[config.mk]
export PLATFORM = sky130hd
export DESIGN_NAME = sram_port_arbiter_flat
export DESIGN_NICKNAME = d
export VERILOG_FILES = /design/src/rtl/mem_pkg.sv /design/src/rtl/sram_port_arbiter_if.sv /design/src/rtl/sram_port_arbiter_arb.sv /design/src/rtl/sram_port_arbiter.sv /design/src/flat_wrapper.sv
export SDC_FILE = /design/constraint.sdc
export NUM_CORES = 1
export LEC_CHECK = 0
export ABC_AREA = 1
export BUFFER_PORTS_ARGS = -buffer_cell sky130_fd_sc_hd__buf_4
export CAP_MARGIN = 40
export CORE_AREA = 8 8 115 117
export DETAILED_ROUTE_END_ITERATION = 6
export DIE_AREA = 0 0 123 125
export GPL_ROUTABILITY_DRIVEN = 0
export GPL_TIMING_DRIVEN = 0
export PLACE_DENSITY = 0.8
export SETUP_SLACK_MARGIN = 0.5
export SYNTH_ARGS = -nofsm -noshare
export SYNTH_HDL_FRONTEND = slang
export SYNTH_SLANG_ARGS = --single-unit
export TNS_END_PERCENT = 100
[constraint.sdc]
create_clock -name clk -period 4.15 [get_ports clk]
set_input_delay 0.2075 -clock clk [delete_from_list [all_inputs] [get_ports clk]]
set_output_delay 0.2075 -clock clk [all_outputs]
set_load 0.05 [all_outputs]
[src/rtl/mem_pkg.sv]
// Packet-buffer sram geometry and the shared arbiter state type.
package mem_pkg;
  localparam int ADDR_W        = 6;
  localparam int BLOCK_BITS    = 32;
  localparam int NUM_BLOCKS    = 1 << ADDR_W;
  localparam int NUM_MEM_PORTS = 4;

  typedef enum logic [0:0] {
    ARB_IDLE   = 1'b0,
    ARB_LOCKED = 1'b1
  } arb_state_t;
endpackage

[src/rtl/sram_port_arbiter_if.sv]
// Requester-side bundle: per-port write/read requests, grants and broadcast read data.
interface sram_port_arbiter_if #(
  parameter int NUM_PORTS = mem_pkg::NUM_MEM_PORTS
);
  import mem_pkg::*;

  logic [NUM_PORTS-1:0]                 wr_req;
  logic [NUM_PORTS-1:0]                 wr_lock;
  logic [NUM_PORTS-1:0][ADDR_W-1:0]     wr_addr;
  logic [NUM_PORTS-1:0][BLOCK_BITS-1:0] wr_data;
  logic [NUM_PORTS-1:0]                 wr_gnt;
  logic [NUM_PORTS-1:0]                 rd_req;
  logic [NUM_PORTS-1:0]                 rd_lock;
  logic [NUM_PORTS-1:0][ADDR_W-1:0]     rd_addr;
  logic [NUM_PORTS-1:0]                 rd_gnt;
  logic [NUM_PORTS-1:0]                 rd_valid;
  logic [BLOCK_BITS-1:0]                rd_data;

  modport master (
    output wr_req, wr_lock, wr_addr, wr_data, rd_req, rd_lock, rd_addr,
    input  wr_gnt, rd_gnt, rd_valid, rd_data
  );

  modport slave (
    input  wr_req, wr_lock, wr_addr, wr_data, rd_req, rd_lock, rd_addr,
    output wr_gnt, rd_gnt, rd_valid, rd_data
  );
endinterface

[src/rtl/sram_port_arbiter_arb.sv]
// Round-robin arbiter with a per-port burst lock; grant is combinational,
// pointer and lock owner are registered.
module rr_lock_arbiter
  import mem_pkg::*;
#(
  parameter  int NUM_PORTS = NUM_MEM_PORTS,
  localparam int PORT_W    = $clog2(NUM_PORTS)
) (
  input  logic                 clk,
  input  logic                 rst_n,
  input  logic [NUM_PORTS-1:0] req_i,
  input  logic [NUM_PORTS-1:0] lock_i,
  output logic [NUM_PORTS-1:0] gnt_o,
  output logic                 gnt_vld_o,
  output logic [PORT_W-1:0]    owner_o
);
  arb_state_t        state_q, state_d;
  logic [PORT_W-1:0] ptr_q, ptr_d, own_q, own_d;
  logic              hit;
  logic [PORT_W-1:0] win;

  always_comb begin
    int unsigned       idx;
    logic [PORT_W-1:0] cand;
    idx  = 0;
    cand = '0;
    hit  = 1'b0;
    win  = '0;
    if (state_q == ARB_LOCKED) begin
      hit = req_i[own_q];
      win = own_q;
    end else begin
      for (int i = 0; i < NUM_PORTS; i++) begin
        idx  = (int'(ptr_q) + i) % NUM_PORTS;
        cand = PORT_W'(idx);
        if (!hit && req_i[cand]) begin
          hit = 1'b1;
          win = cand;
        end
      end
    end
    if (!rst_n) hit = 1'b0;
    gnt_o     = hit ? (NUM_PORTS'(1) << win) : '0;
    gnt_vld_o = hit;
    owner_o   = win;
  end

  // A locked owner that stops requesting forfeits the lock; ptr stays put while locked.
  always_comb begin
    state_d = state_q;
    ptr_d   = ptr_q;
    own_d   = own_q;
    if (state_q == ARB_LOCKED) begin
      if (!(hit && lock_i[own_q])) state_d = ARB_IDLE;
    end else if (hit) begin
      ptr_d = (win == PORT_W'(NUM_PORTS-1)) ? '0 : win + 1'b1;
      own_d = win;
      if (lock_i[win]) state_d = ARB_LOCKED;
    end
  end

  always_ff @(posedge clk) begin
    if (!rst_n) begin
      state_q <= ARB_IDLE;
      ptr_q   <= '0;
      own_q   <= '0;
    end else begin
      state_q <= state_d;
      ptr_q   <= ptr_d;
      own_q   <= own_d;
    end
  end
endmodule

[src/rtl/sram_port_arbiter.sv]
// Shares the 1W/1R packet-buffer sram between NUM_PORTS writers and readers,
// with independent write and read arbitration.
module sram_port_arbiter
  import mem_pkg::*;
#(
  parameter  int NUM_PORTS = NUM_MEM_PORTS,
  localparam int PORT_W    = $clog2(NUM_PORTS)
) (
  input  logic                  clk,
  input  logic                  rst_n,
  sram_port_arbiter_if.slave    bus,
  output logic                  sram_we_o,
  output logic [ADDR_W-1:0]     sram_w_addr_o,
  output logic [BLOCK_BITS-1:0] sram_w_data_o,
  output logic [ADDR_W-1:0]     sram_r_addr_o,
  input  logic [BLOCK_BITS-1:0] sram_r_data_i
);
  logic                 wr_hit, rd_hit;
  logic [PORT_W-1:0]    wr_own, rd_own;
  logic [NUM_PORTS-1:0] rd_valid_q, rd_valid_d;

  rr_lock_arbiter #(.NUM_PORTS(NUM_PORTS)) u_wr_arb (
    .clk      (clk),
    .rst_n    (rst_n),
    .req_i    (bus.wr_req),
    .lock_i   (bus.wr_lock),
    .gnt_o    (bus.wr_gnt),
    .gnt_vld_o(wr_hit),
    .owner_o  (wr_own)
  );

  rr_lock_arbiter #(.NUM_PORTS(NUM_PORTS)) u_rd_arb (
    .clk      (clk),
    .rst_n    (rst_n),
    .req_i    (bus.rd_req),
    .lock_i   (bus.rd_lock),
    .gnt_o    (bus.rd_gnt),
    .gnt_vld_o(rd_hit),
    .owner_o  (rd_own)
  );

  always_comb begin
    sram_we_o     = wr_hit;
    sram_w_addr_o = wr_hit ? bus.wr_addr[wr_own] : '0;
    sram_w_data_o = wr_hit ? bus.wr_data[wr_own] : '0;
    sram_r_addr_o = rd_hit ? bus.rd_addr[rd_own] : '0;
    rd_valid_d    = rd_hit ? (NUM_PORTS'(1) << rd_own) : '0;
  end

  // rd_valid tracks the sram's one-cycle read latency.
  always_ff @(posedge clk) begin
    if (!rst_n) rd_valid_q <= '0;
    else        rd_valid_q <= rd_valid_d;
  end

  assign bus.rd_valid = rd_valid_q;
  assign bus.rd_data  = sram_r_data_i;
endmodule
[src/flat_wrapper.sv]
// flat-port wrapper written by rule: the top's interface ports become plain ports
module sram_port_arbiter_flat import mem_pkg::*;
#(
  parameter  int NUM_PORTS = NUM_MEM_PORTS,
  localparam int PORT_W    = $clog2(NUM_PORTS)
)
  (clk, rst_n, sram_we_o, sram_w_addr_o, sram_w_data_o, sram_r_addr_o, sram_r_data_i, bus_wr_req, bus_wr_lock, bus_wr_addr, bus_wr_data, bus_rd_req, bus_rd_lock, bus_rd_addr, bus_wr_gnt, bus_rd_gnt, bus_rd_valid, bus_rd_data);
  sram_port_arbiter_if #(.NUM_PORTS(NUM_PORTS)) bus_i ();
  input  logic clk;
  input  logic rst_n;
  output logic sram_we_o;
  output logic [ADDR_W-1:0] sram_w_addr_o;
  output logic [BLOCK_BITS-1:0] sram_w_data_o;
  output logic [ADDR_W-1:0] sram_r_addr_o;
  input  logic [BLOCK_BITS-1:0] sram_r_data_i;
  input wire logic [$bits(bus_i.wr_req)-1:0] bus_wr_req;
  input wire logic [$bits(bus_i.wr_lock)-1:0] bus_wr_lock;
  input wire logic [$bits(bus_i.wr_addr)-1:0] bus_wr_addr;
  input wire logic [$bits(bus_i.wr_data)-1:0] bus_wr_data;
  input wire logic [$bits(bus_i.rd_req)-1:0] bus_rd_req;
  input wire logic [$bits(bus_i.rd_lock)-1:0] bus_rd_lock;
  input wire logic [$bits(bus_i.rd_addr)-1:0] bus_rd_addr;
  output wire logic [$bits(bus_i.wr_gnt)-1:0] bus_wr_gnt;
  output wire logic [$bits(bus_i.rd_gnt)-1:0] bus_rd_gnt;
  output wire logic [$bits(bus_i.rd_valid)-1:0] bus_rd_valid;
  output wire logic [$bits(bus_i.rd_data)-1:0] bus_rd_data;
  assign bus_i.wr_req = bus_wr_req;
  assign bus_i.wr_lock = bus_wr_lock;
  assign bus_i.wr_addr = bus_wr_addr;
  assign bus_i.wr_data = bus_wr_data;
  assign bus_i.rd_req = bus_rd_req;
  assign bus_i.rd_lock = bus_rd_lock;
  assign bus_i.rd_addr = bus_rd_addr;
  assign bus_wr_gnt = bus_i.wr_gnt;
  assign bus_rd_gnt = bus_i.rd_gnt;
  assign bus_rd_valid = bus_i.rd_valid;
  assign bus_rd_data = bus_i.rd_data;
  sram_port_arbiter #(.NUM_PORTS(NUM_PORTS)) u_core (.clk(clk), .rst_n(rst_n), .bus(bus_i), .sram_we_o(sram_we_o), .sram_w_addr_o(sram_w_addr_o), .sram_w_data_o(sram_w_data_o), .sram_r_addr_o(sram_r_addr_o), .sram_r_data_i(sram_r_data_i));
endmodule
==> results of run 1 <==
## path summary, 6_finish.rpt
check	end	slack, ps	from
setup / recovery	bus_wr_gnt[1]	1350	u_core.u_wr_arb.ptr_q[0]
setup reg to reg	u_core.u_wr_arb.ptr_q[1]	1730	u_core.u_wr_arb.ptr_q[0]
hold / removal	u_core.u_rd_arb.state_q	300	bus_rd_lock[2]
hold reg to reg	u_core.u_wr_arb.own_q[0]	520	u_core.u_wr_arb.own_q[0]
## worst max-delay path: cells and delay by family (launching register included)
kind | cells | cell delay, ps
simple gates | 9 | 930
buf+inv | 6 | 890
flops | 1 | 330
fa+ha+maj | 1 | 200
## placed cells by master (no fill, tap or decap)
cell type,synthesis,layout
sky130_fd_sc_hd__nand2_2,3,3
sky130_fd_sc_hd__nand2_4,1,1
sky130_fd_sc_hd__nand2_1,284,284
sky130_fd_sc_hd__nor2_4,4,4
sky130_fd_sc_hd__o21ai_0,7,7
sky130_fd_sc_hd__dfxtp_1,14,14
sky130_fd_sc_hd__inv_1,88,88
sky130_fd_sc_hd__clkinv_1,2,2
sky130_fd_sc_hd__inv_2,4,4
sky130_fd_sc_hd__nor2_1,136,136
sky130_fd_sc_hd__a21boi_0,1,1
sky130_fd_sc_hd__a21oi_1,15,15
sky130_fd_sc_hd__clkbuf_8,0,1
sky130_fd_sc_hd__buf_1,1,1
sky130_fd_sc_hd__a211oi_1,1,1
sky130_fd_sc_hd__buf_2,14,14
sky130_fd_sc_hd__clkbuf_16,0,3
sky130_fd_sc_hd__buf_4,39,321
sky130_fd_sc_hd__nand3_1,123,123
sky130_fd_sc_hd__nand3b_1,2,2
sky130_fd_sc_hd__or2_1,1,1
sky130_fd_sc_hd__buf_6,8,8
sky130_fd_sc_hd__ha_1,8,8
sky130_fd_sc_hd__clkbuf_1,10,10
## final cells by class
| cell class | instances | area, sq um |
|---|---|---|
| plain buffers | 72 | 494 |
| multi-input cells | 586 | 2510 |
| inverters | 94 | 353 |
| flip-flops and latches | 14 | 280 |
| well taps | 147 | 184 |
| clock buffers | 4 | 88.8 |
| repair buffers | 282 | 2120 |
| fillers | 1261 | 5580 |
## registers in the layout (all words and copies together) (netlist names)
register / flops
u_core.u_rd_arb.state_q: 1
u_core.u_rd_arb.own_q: 2
u_core.u_wr_arb.state_q: 1
u_core.u_wr_arb.own_q: 2
u_core.bus.rd_valid: 4
u_core.u_wr_arb.ptr_q: 2
u_core.u_rd_arb.ptr_q: 2
## power by group
group | leakage, nW | internal, mW | switching [mW]
combinational | 3.56 | 1.91 | 4.24
sequential | 0.116 | 0.191 | 0.0429
clock | 0.0442 | 0.146 | 0.0543
total | 3.72 | 2.24 | 4.34
## cell families (layout without fill, tap and decap cells)
group	count (synthesis)	after routing	share of synthesized area
simple gates	554	554	0.629
buf+inv	166	452	0.233
compound gates	24	24	0.0344
flops	14	14	0.0770
fa+ha+maj	8	8	0.0275
## per-layer routing
layer  wire length (um)  part of all wire
met5                  0                 0
met4                 81            0.0047
met3               1990              0.11
met2               8350              0.48
met1               6860              0.40
## per-stage QoR
stage	instance area (sq um)	std cells
detailed placement	5940	1195
floorplan	3640	766
finish	6030	1199
global route	6030	1199
CTS	6030	1199
global placement	5940	1195
==> run metrics, run 1 <==
max_slew headroom 0.669; clock-pin slew on the worst setup and hold paths 50 ps; actual slew at the worst max-slew pin 497 ps; overall overflow remaining after global route 0; final setup violation count 0; port bufs 282; number of routed nets with antenna violations 0; cell types with the largest area share after synthesis sky130_fd_sc_hd__nand2_1 (29%), sky130_fd_sc_hd__nand3_1 (17%), sky130_fd_sc_hd__nor2_1 (14%); critical path start-end classification reg2out; number of antenna violations at the first check in global routing 0; initial core utilization 0.314; global routing met3 resource utilization 0.0761; vias per cell 4.56; number of top-level design ports 315; run status finished, final reports clean; first-pass GRT wire length 26400 um; met1 Use GR 0.244; DRC Markers 0; count of synthesis-stage warnings from yosys 0; Final Critical Period 2800 ps; portion of the post-synthesis area used by sequential elements 0.0770; slowest cell on the critical path sky130_fd_sc_hd__dfxtp_1; DRT iter0 DRCs 375; number of enable-type register cells in the synthesized netlist 0; width of the die 123 um; deepest clock path buffer count 2; Clk Tree Root Cell sky130_fd_sc_hd__clkbuf_16; endpoint kind of the worst setup timing path primary output; global-route met2 utilization 0.372; Final Core Density 0.519; synthesized net count 1000; Ant. Diodes 0; first-pass iteration count of the detailed router 5; async set or reset register ratio after synthesis 0; maximum fanout count along the critical path 11; cell row count 40; cell count after synthesis 766; startpoint type of the worst setup path register; Worst Path Required 3940 ps; Power Dens Cells 1090 nW/um^2; All-Layer GR Usage 0.209; netlist area before placement 3640 sq um; number of maximum-capacitance constraint violations 0; Tightest Hold Check Type in2reg; TritonCTS clock tree built; HPWL after detailed placement 14600 um; layout cell share with drive strength beyond 1 0.341; CTS H-tree lvls 1; Max Clock Skew 3.54 ps; number of global-route vias before repair 5174; height of the chip 125 um; dominant synthesized flop cell sky130_fd_sc_hd__dfxtp_1; count of unique library cells instantiated by Yosys 22; synth cell count leaders sky130_fd_sc_hd__nand2_1 (284), sky130_fd_sc_hd__nor2_1 (136), sky130_fd_sc_hd__nand3_1 (123), sky130_fd_sc_hd__inv_1 (88), sky130_fd_sc_hd__buf_4 (39); Core Area 11600 sq um; area share of the largest cell type after synthesis 0.293; pin count of the biggest net entering global routing 12; worst endpoint data arrival time 2590 ps; number of sinks driven by the clock tree 14; Cells on Worst Hold Path 5; critical path cell sequence buf_4 -> nand2_1 -> nand3_1 -> nand2_1 -> nor2_4 -> nand3_1 -> nand2_1 -> inv_1 -> nand2_1 -> nand2_1 -> inv_1 -> buf_2 -> ha_1 -> inv_1 -> nor2_1 -> buf_4; Worst Reg-to-Reg Cells 15; unrepaired setup endpoints after global routing false; Post-Route Setup TNS 0 ps; cell repeated most along the worst path sky130_fd_sc_hd__nand2_1; total of flip-flops plus latches after synthesis 14; area of the die 15400 sq um; worst setup slack after layout 1350 ps; Max Slew Vio Count 0; later-pin clock latency in the skew report 240 ps; fmax 357 MHz; most used standard cell by instance count after synthesis sky130_fd_sc_hd__nand2_1; tightest hold margin 302 ps; Area Growth Syn to Fin 65.6%; total wire length 17300 um; leakage 3.72 nW; Most Crowded Layer GR met2; buffer count from post-CTS setup fixing 0; share of the clock period used by the worst path after layout 0.674; number of clock buffers inserted by TritonCTS 3; library cell occupying the most area in the post-synthesis netlist sky130_fd_sc_hd__nand2_1; Power Total 6.58 mW; critical path's largest stage delay 330 ps; hold bufs inserted after CTS 0; cells resized by post-CTS repair 0; mean instance size in the synthesized netlist 4.75 sq um; maximum vdd ir drop 0.641 mV; worst slack at placement 1560 ps; number of failing hold endpoints at the final stage 0; net count of the finished layout 1287; wire length per cell 14.4 um; number of vias in the routed layout 5473
No activity file was read; power rests on OpenSTA's default activity.
==> run 2, diff against run 1 <==
==> constraint.sdc (replaced) <==
create_clock -name clk -period 2.8 [get_ports clk]
set_input_delay 0.14 -clock clk [delete_from_list [all_inputs] [get_ports clk]]
set_output_delay 0.14 -clock clk [all_outputs]
set_load 0.05 [all_outputs]
==> run metrics, run 2 (same netlist as run 1, synthesis figures left out) <==
run status finished, violations left; violated checks DRC; CTS H-tree lvls 1 (unchanged); vias per cell 4.94 (+8.3%); startpoint type of the worst setup path register; Tightest Hold Check Type in2reg; worst slack at placement 292 ps (-1270 ps); fmax 405 MHz; number of global-route vias before repair 5620 (+8.6%); number of maximum-capacitance constraint violations 0 (unchanged); layout cell share with drive strength beyond 1 0.603 (+0.262); Clk Tree Root Cell sky130_fd_sc_hd__clkbuf_16; port bufs 282 (unchanged); cell repeated most along the worst path sky130_fd_sc_hd__nand2_2; TritonCTS clock tree built; DRC Markers 2 (+2); final setup violation count 0 (unchanged); footprint of the multi-input gates 3470 sq um (+38%); Worst Path Required 2660 ps (-1280 ps); worst setup slack after layout 332 ps (-1020 ps); number of clock buffers inserted by TritonCTS 3 (unchanged); actual slew at the worst max-slew pin 443 ps (-54.0 ps); DRT iter0 DRCs 467 (+25%); endpoint kind of the worst setup timing path primary output; overall overflow remaining after global route 0 (unchanged); number of vias in the routed layout 6134 (+12%); share of the clock period used by the worst path after layout 0.881; Ant. Diodes 0 (unchanged); height of the chip 125 um (unchanged); maximum fanout count along the critical path 5 (-6); max_slew headroom 0.705 (+0.0360); Area Growth Syn to Fin 122%; All-Layer GR Usage 0.220 (+0.0106); critical path start-end classification reg2out; total wire length 21000 um (+21%); Max Slew Vio Count 0 (unchanged); flip-flop count of the largest register, all copies and words added 4 (unchanged); number of fill cells in the layout 919 (-27%); sum of routed wire segments on met1 7560 um (+10%); Final Core Density 0.696 (+0.177); number of top-level design ports 315 (unchanged); highest routed metal layer met4; unrepaired setup endpoints after global routing true; first-pass GRT wire length 27900 um (+5.9%); hold bufs inserted after CTS 0 (unchanged); wire length per cell 16.9 um (+17%); routed wl met2 10700 um (+28%); later-pin clock latency in the skew report 240 ps (about the same); slowest cell on the critical path sky130_fd_sc_hd__dfxtp_4; Max Clock Skew 3.06 ps (-0.476 ps); met3 WL 2160 um (+8.7%); net count of the finished layout 1330 (+3.3%); highest-count cells in the layout ignoring fill and taps sky130_fd_sc_hd__buf_4 (287), sky130_fd_sc_hd__nand2_1 (201), sky130_fd_sc_hd__nand3_1 (79); area of the die 15400 sq um (unchanged); Post-Route Setup TNS 0 ps (unchanged); sequential cell area 293 sq um (+4.5%); critical path cell sequence buf_6 -> nand2_2 -> nand3_2 -> nand2_2 -> inv_2 -> nand2_2 -> nor2_4 -> nor2_4 -> nand2_8 -> clkbuf_16 -> clkbuf_16 -> nand2_2 -> nand2_1 -> nor2_1 -> nor2_2 -> buf_6; number of sinks driven by the clock tree 14 (unchanged); Core Area 11600 sq um (unchanged); clock-pin slew on the worst setup and hold paths 40 ps (about the same); worst endpoint data arrival time 2330 ps (-260 ps); pin count of the biggest net entering global routing 12 (unchanged); number of routed nets with antenna violations 0 (unchanged); cell row count 40 (unchanged); most common library cell in the layout ignoring fill and taps sky130_fd_sc_hd__buf_4; number of antenna violations at the first check in global routing 0 (unchanged); first-pass iteration count of the detailed router 7 (+2); deepest clock path buffer count 2 (unchanged); initial core utilization 0.314 (unchanged); Final Critical Period 2470 ps; HPWL after detailed placement 14400 um (-1.4%); number of failing hold endpoints at the final stage 0 (unchanged); critical path's largest stage delay 360 ps (+30 ps); width of the die 123 um (unchanged)
run 2: cell count changes in the layout (fill, tap and decap cells not counted), sizes merged:
cell    delta
clkbuf     +5
buf       +37
run 2: layer usage:
| metal | vias up | global-route usage |
|---|---|---|
| met4 | 0 | 0.0418 |
| met2 | 343 | 0.400 |
| met3 | 50 | 0.0486 |
| li1 | 2961 | - |
| met1 | 2780 | 0.255 |
| met5 | - | 0 |
run 2: final cells by class:
type	count	share of cell area
repair buffers	325	0.364
inverters	94	0.0495
well taps	147	0.0227
flip-flops and latches	14	0.0362
multi-input cells	586	0.430
clock buffers	3	0.00929
plain buffers	72	0.0891
run 2: critical path, delay by kind of cell, from the launching register on:
family / cells / cell delay, ps
DFF: 1 / 360
and+or+nand+nor: 11 / 1040
buffers and inverters: 5 / 670
run 2: timing repair:
item,CTS,global route
setup endpoints to repair,54,54
gates resized for setup,132,281
cloned,4,10
pin swaps,38,93
setup buffers,21,8
run 2: path summary, 6_finish.rpt:
| kind | start | to | slack [ps] | cells after the start |
|---|---|---|---|---|
| worst min-delay path | bus_wr_lock[2] | u_core.u_wr_arb.state_q | 250 | 5 |
| worst max-delay path | u_core.u_wr_arb.ptr_q[0] | sram_w_data_o[3] | 330 | 16 |
| worst max register to register | u_core.u_wr_arb.ptr_q[0] | u_core.u_wr_arb.ptr_q[1] | 660 | 15 |
| worst min register to register | u_core.u_wr_arb.own_q[0] | u_core.u_wr_arb.own_q[0] | 520 | 2 |
run 2: stage by stage:
step                instance area, sq um  hold slack [ps]  cells
finish                              8090              251   1241
global route                        8090              314   1241
CTS                                 6800              224   1223
detailed placement                  6080              472   1195
global placement                    6080              472   1195
floorplan                           3780              368    766
Power of run 2 is not shown: default switching activity piles up to over one toggle a cycle in this logic, so the estimate is an artifact.
